===== src/rtl/rvv_backend_vrf_read_responder_pkg.sv =====
// rvv_backend_vrf_read_responder_pkg: shared sizes and operand-buffer entry type for the VRF read responder
package rvv_backend_vrf_read_responder_pkg;
    localparam int NUM_PORT = 4;
    localparam int IDX_W = 5;
    localparam int DATA_W = 128;
    localparam int NUM_WB = 2;
    localparam int VRF_RD_BUF_DEPTH = 2;
    typedef struct packed {
        logic [NUM_PORT-1:0]             en;
        logic [NUM_PORT-1:0][DATA_W-1:0] data;
    } vrf_rd_entry_t;
endpackage


===== src/rtl/rvv_backend_vrf_read_responder_fifo.sv =====
// rvv_backend_vrf_read_responder_fifo: DEPTH-entry operand group FIFO with flush, full and empty
module rvv_backend_vrf_read_responder_fifo
    import rvv_backend_vrf_read_responder_pkg::*;
#(
    parameter int DEPTH = VRF_RD_BUF_DEPTH
) (
    input  logic          clk,
    input  logic          rst,
    input  logic          flush,
    input  logic          push,
    input  logic          pop,
    input  vrf_rd_entry_t wdata,
    output vrf_rd_entry_t rdata,
    output logic          full,
    output logic          empty
);
    localparam int PW = DEPTH > 1 ? $clog2(DEPTH) : 1;
    localparam int CW = $clog2(DEPTH + 1);
    vrf_rd_entry_t mem [DEPTH];
    logic [PW-1:0] wr_ptr, rd_ptr;
    logic [CW-1:0] count;
    logic do_push, do_pop;
    assign full = count == CW'(DEPTH);
    assign empty = count == '0;
    assign do_push = push & ~full & ~flush;
    assign do_pop = pop & ~empty & ~flush;
    assign rdata = mem[rd_ptr];
    // flush resets occupancy only; stale entry data is never observable once count is 0
    always_ff @(posedge clk or posedge rst) begin
        if (rst) begin
            count <= '0;
            wr_ptr <= '0;
            rd_ptr <= '0;
            for (int i = 0; i < DEPTH; i++) mem[i] <= '0;
        end else if (flush) begin
            count <= '0;
            wr_ptr <= '0;
            rd_ptr <= '0;
        end else begin
            if (do_push) begin
                mem[wr_ptr] <= wdata;
                wr_ptr <= wr_ptr == PW'(DEPTH - 1) ? '0 : wr_ptr + PW'(1);
            end
            if (do_pop) rd_ptr <= rd_ptr == PW'(DEPTH - 1) ? '0 : rd_ptr + PW'(1);
            count <= count + CW'(do_push) - CW'(do_pop);
        end
    end
endmodule


===== src/rtl/rvv_backend_vrf_read_responder.sv =====
// rvv_backend_vrf_read_responder: drives VRF read addresses and buffers operand groups; RVV_VRF_RD_BYPASS_EN adds writeback forwarding
module rvv_backend_vrf_read_responder
    import rvv_backend_vrf_read_responder_pkg::*;
#(
    parameter int DEPTH = VRF_RD_BUF_DEPTH
) (
    input  logic                       clk,
    input  logic                       rst,
    input  logic                       flush,
    input  logic                       req_valid,
    output logic                       req_ready,
    input  logic [NUM_PORT-1:0]        req_en,
    input  logic [NUM_PORT*IDX_W-1:0]  req_index,
    output logic [NUM_PORT*IDX_W-1:0]  vrf_rd_index,
    input  logic [NUM_PORT*DATA_W-1:0] vrf_rd_data,
`ifdef RVV_VRF_RD_BYPASS_EN
    input  logic [NUM_WB-1:0]          wb_valid,
    input  logic [NUM_WB*IDX_W-1:0]    wb_index,
    input  logic [NUM_WB*DATA_W-1:0]   wb_data,
`endif
    output logic                       rsp_valid,
    input  logic                       rsp_ready,
    output logic [NUM_PORT-1:0]        rsp_en,
    output logic [NUM_PORT*DATA_W-1:0] rsp_data
);
    vrf_rd_entry_t wdata, rdata;
    logic full, empty;
    assign vrf_rd_index = req_index;
    // disabled ports store zero; later matching wb ports override earlier ones
    always_comb begin
        wdata.en = req_en;
        for (int p = 0; p < NUM_PORT; p++) begin
            wdata.data[p] = req_en[p] ? vrf_rd_data[p*DATA_W +: DATA_W] : '0;
`ifdef RVV_VRF_RD_BYPASS_EN
            for (int w = 0; w < NUM_WB; w++)
                if (req_en[p] && wb_valid[w] && wb_index[w*IDX_W +: IDX_W] == req_index[p*IDX_W +: IDX_W])
                    wdata.data[p] = wb_data[w*DATA_W +: DATA_W];
`endif
        end
    end
    rvv_backend_vrf_read_responder_fifo #(.DEPTH(DEPTH)) u_fifo (
        .clk(clk),
        .rst(rst),
        .flush(flush),
        .push(req_valid),
        .pop(rsp_ready),
        .wdata(wdata),
        .rdata(rdata),
        .full(full),
        .empty(empty)
    );
    assign req_ready = ~full;
    assign rsp_valid = ~empty;
    assign rsp_en = rdata.en;
    assign rsp_data = rdata.data;
endmodule

===== config.mk =====
export PLATFORM = sky130hd
export DESIGN_NAME = rvv_backend_vrf_read_responder
export DESIGN_NICKNAME = d
export VERILOG_FILES = /design/src/rtl/rvv_backend_vrf_read_responder_pkg.sv /design/src/rtl/rvv_backend_vrf_read_responder_fifo.sv /design/src/rtl/rvv_backend_vrf_read_responder.sv
export SDC_FILE = /design/constraint.sdc
export NUM_CORES = 2
export LEC_CHECK = 0
export BUFFER_PORTS_ARGS = -buffer_cell sky130_fd_sc_hd__buf_2
export CORE_AREA = 2 2 418 420
export CTS_BUF_LIST = sky130_fd_sc_hd__clkbuf_4
export CTS_CLUSTER_SIZE = 10
export DETAILED_ROUTE_END_ITERATION = 8
export DIE_AREA = 0 0 420 422
export PLACE_DENSITY = 0.49
export SLEW_MARGIN = 10
export SYNTH_ARGS = -nofsm -noshare
export SYNTH_HDL_FRONTEND = slang
export SYNTH_HIERARCHICAL = 1
export SYNTH_SLANG_ARGS = --single-unit

===== constraint.sdc =====
create_clock -name clk -period 46.7 [get_ports clk]
set_input_delay 9.34 -clock clk [delete_from_list [all_inputs] [get_ports clk]]
set_output_delay 9.34 -clock clk [all_outputs]
set_load 0.05 [all_outputs]

==> metrics.md <==
| Metric | Value |
|---|---|
| Vias/cell | `4.47` |
| Net count after synthesis | `around 3,900` |
| Clock root cell | `clkbuf_4` |
| Sinks on the clock net | `1,036` |
| Total chip power | `3.30 mW` |
| Layout overhead on the synthesized area | `21.1%` |
| Outcome | `finished clean` |
| Number of vias in the routed layout | `31,400` |
| Floorplan die width | `approximately 420 um` |
| Clock latency on the worst-skew pair | `about 1400 ps` |
| Via count of the first global-routing pass | `about 34,000` |
| Peak clock frequency supported by timing | `53.5 MHz` |
| Cell area after synthesis | `approximately 0.05 mm^2` |
| Aggregate global routing overflow | `0` |
| Number of nets at the end of the flow | `5,072` |
| VDD IR-drop max | `around 0.000037 V` |
| Critical Path Source Type | `input port` |
| Largest net degree at the start of global routing | `140` |
| Area of the core | `around 0.17 mm^2` |
| Hold Path Class | `reg2reg` |
| Clock input transition at the sequential cells of the worst setup and hold paths | `approximately 50 ps` |
| Hold Buf Count CTS | `0` |
| Die Outline Area | `between 0.15 and 0.2 mm^2` |
| FF+latch count, synth | `approximately 1,000` |
| Highest-count cells in the layout ignoring fill and taps | `1,308 x mux2_2, 1,035 x buf_2, 1,035 x dfrtp_1` |
| Relative slew slack | `a little under 30%` |
| Number of buffers created by CTS | `between 300 and 400` |
| Worst setup EP type | `primary output` |
| GRT Resource Usage Total | `between 15 and 20%` |
| Die Ht | `between 400 and 500 um` |
| Max clock buf depth | `4` |
| IO Pins | `around 1,100` |
| Fin crit share | `roughly two fifths` |
| Data required time at the worst endpoint | `about 37,000 ps` |
| Setup skew after layout | `~96 ps` |
| Gate count of the mapped netlist | `around 3,400` |
| Global-route wire length before repair | `about 220,000 um` |
| Most common cell after layout, fill and taps aside | `mux2_2` |
| Initial antenna violation count | `88` |
| Iter 0 DRT Violations | `1,145` |
| Lkg Pwr | `30.1 nW` |
| Setup fix buffers added after clock tree synthesis | `0` |
| Layout Cell Area excl Fill | `roughly 0.060 mm^2` |
| Final GP Congestion | `around 0.80` |
| Non-filler cells in the finished layout | `just over 7,000` |
| Endpoints failing hold | `0` |
| Yosys synthesis warning count | `6` |
| Aggregate negative setup slack | `0 ps` |
| Pre-antenna DRT Iters | `4` |
| Setup Crit Path Kind | `in2out` |
| Post-DRT Antenna Nets | `0` |
| Setup repair after global routing missed its margin | `false` |
| Post-CTS Resized | `0` |
| Initial cell density of the core | `28.5%` |
| Arrival time at the worst endpoint | `a little over 9000 ps` |
| Max-cap violation count | `0` |
| DP Area | `0.0561 mm^2` |
| Dpl cells | `between 6,000 and 7,000` |
| Clock tree from TritonCTS | `built` |
| Pins over their slew limit | `0` |
| Share of final-layout standard cells stronger than drive strength 1 | `65.8%` |
| Port Buf Inserts | `slightly above 1,000` |
| Critical path fanouts, max | `1` |
| Number of rows in the core area | `~150` |
| Average footprint of a synthesized cell | `14.6 um^2` |
| # fillers | `between 15,000 and 20,000` |
| Share of the yosys chip area belonging to registers | `a little over half` |
| Power density over the cells | `between 50 and 60 mW/mm^2` |
| # setup viols final | `0` |
| HPWL reported at the end of detailed placement | `between 90,000 and 100,000 um` |
| CTS H-tree lvls | `5` |
| Number of DRC violations after detailed routing | `0` |
| Worst Max-Slew Pin Slew | `~1100 ps` |
| Number of different library cells in the post-synthesis netlist | `22` |
| Total wirelength of the detailed-routed design | `147,000 um` |
| Per-cell routed wire length | `between 20 and 25 um` |
| Final worst path period need | `~19,000 ps` |
-- final cells by class --
cell class | instances | area (um^2) | share of cell area [%]
diodes | 36 | 90.1 | 0.151
clock buffers | 441 | 3310 | 5.54
clock inverters | 37 | 244 | 0.408
inverters | 5 | 26.3 | 0.0440
multi-input cells | 2079 | 21700 | 36.3
flip-flops and latches | 1036 | 25900 | 43.4
well taps | 2325 | 2910 | 4.87
repair buffers | 1080 | 5570 | 9.32
-- flip-flops by register name, indices dropped and copies added (netlist names) --
signal / cells
u_fifo/rd_ptr: 1
u_fifo/mem: 1032
u_fifo/count: 2
u_fifo/wr_ptr: 1
-- cells by family after synthesis --
family | Yosys count | share of synthesized area, %
AO/OA/AOI/OAI | 3 | 0.0304
XOR/XNOR | 2 | 0.0355
adder cells (fa/ha/maj) | 2 | 0.0507
buffers and inverters | 254 | 3.55
flip-flops | 1036 | 52.5
multiplexers | 1548 | 37.2
AND/OR/NAND/NOR | 524 | 6.64
-- where the power goes --
| part | switching (mW) | internal (mW) | leakage (nW) |
|---|---|---|---|
| logic | 0.752 | 0.452 | 14.6 |
| clock network | 0.400 | 0.448 | 2.14 |
| registers | 0.114 | 1.13 | 13.4 |
| total | 1.27 | 2.03 | 30.1 |
-- synth_stat cells --
cell	n	area share (%)
buf_1	3	0.023
buf_2	87	0.88
mux2_4	240	7.3
a21oi_1	1	0.010
nor2b_4	1	0.028
buf_4	20	0.30
or3_1	2	0.025
xor2_1	2	0.036
mux2_2	1308	30
or4b_1	1	0.020
and2_1	513	6.5
buf_6	80	1.8
nor4_1	1	0.013
nor2_1	4	0.030
clkbuf_1	55	0.42
ha_1	2	0.051
dfrtp_1	1036	53
nor2b_1	1	0.013
inv_1	5	0.038
clkbuf_4	4	0.061
o21ai_0	2	0.020
nor3_1	1	0.010
-- worst paths after layout --
| path | from | to | slack [ps] | cells past startpoint |
|---|---|---|---|---|
| setup reg to reg | u_fifo/count[1]$_DFF_PP0_ | u_fifo/mem[18]$_DFFE_PP0P_ | 41200 | 7 |
| hold reg to reg | u_fifo/mem[74]$_DFFE_PP0P_ | u_fifo/mem[74]$_DFFE_PP0P_ | 500 | 1 |
| setup / recovery | req_index[6] | vrf_rd_index[6] | 28020 | 0 |
| max in group asynchronous | rst | u_fifo/mem[186]$_DFFE_PP0P_ | 34500 | 6 |
| min in group asynchronous | rst | u_fifo/mem[476]$_DFFE_PP0P_ | 8200 | 2 |
| hold / removal | u_fifo/mem[74]$_DFFE_PP0P_ | u_fifo/mem[74]$_DFFE_PP0P_ | 500 | 1 |
-- per-stage QoR --
| step | hold slack (ps) | util, % | setup slack [ps] |
|---|---|---|---|
| finish | 496 | 34.6 | 28020 |
| global route | 511 | 34.6 | 28020 |
| CTS | 500 | 34.5 | 28020 |
| detailed placement | 487 | 32.5 | 28020 |
| global placement | 481 | 32.5 | 28020 |
| floorplan | 474 | - | 8200 |
-- routing by layer --
metal | vias up | global-route usage, % | wire [um]
met5 | - | 0 | 526
met4 | 80 | 7.97 | 6020
met3 | 433 | 6.92 | 12300
met2 | 944 | 26.1 | 70300
met1 | 15800 | 18.4 | 58000
li1 | 14200 | - | -
Note: power is estimated with default switching activity, not from simulation.
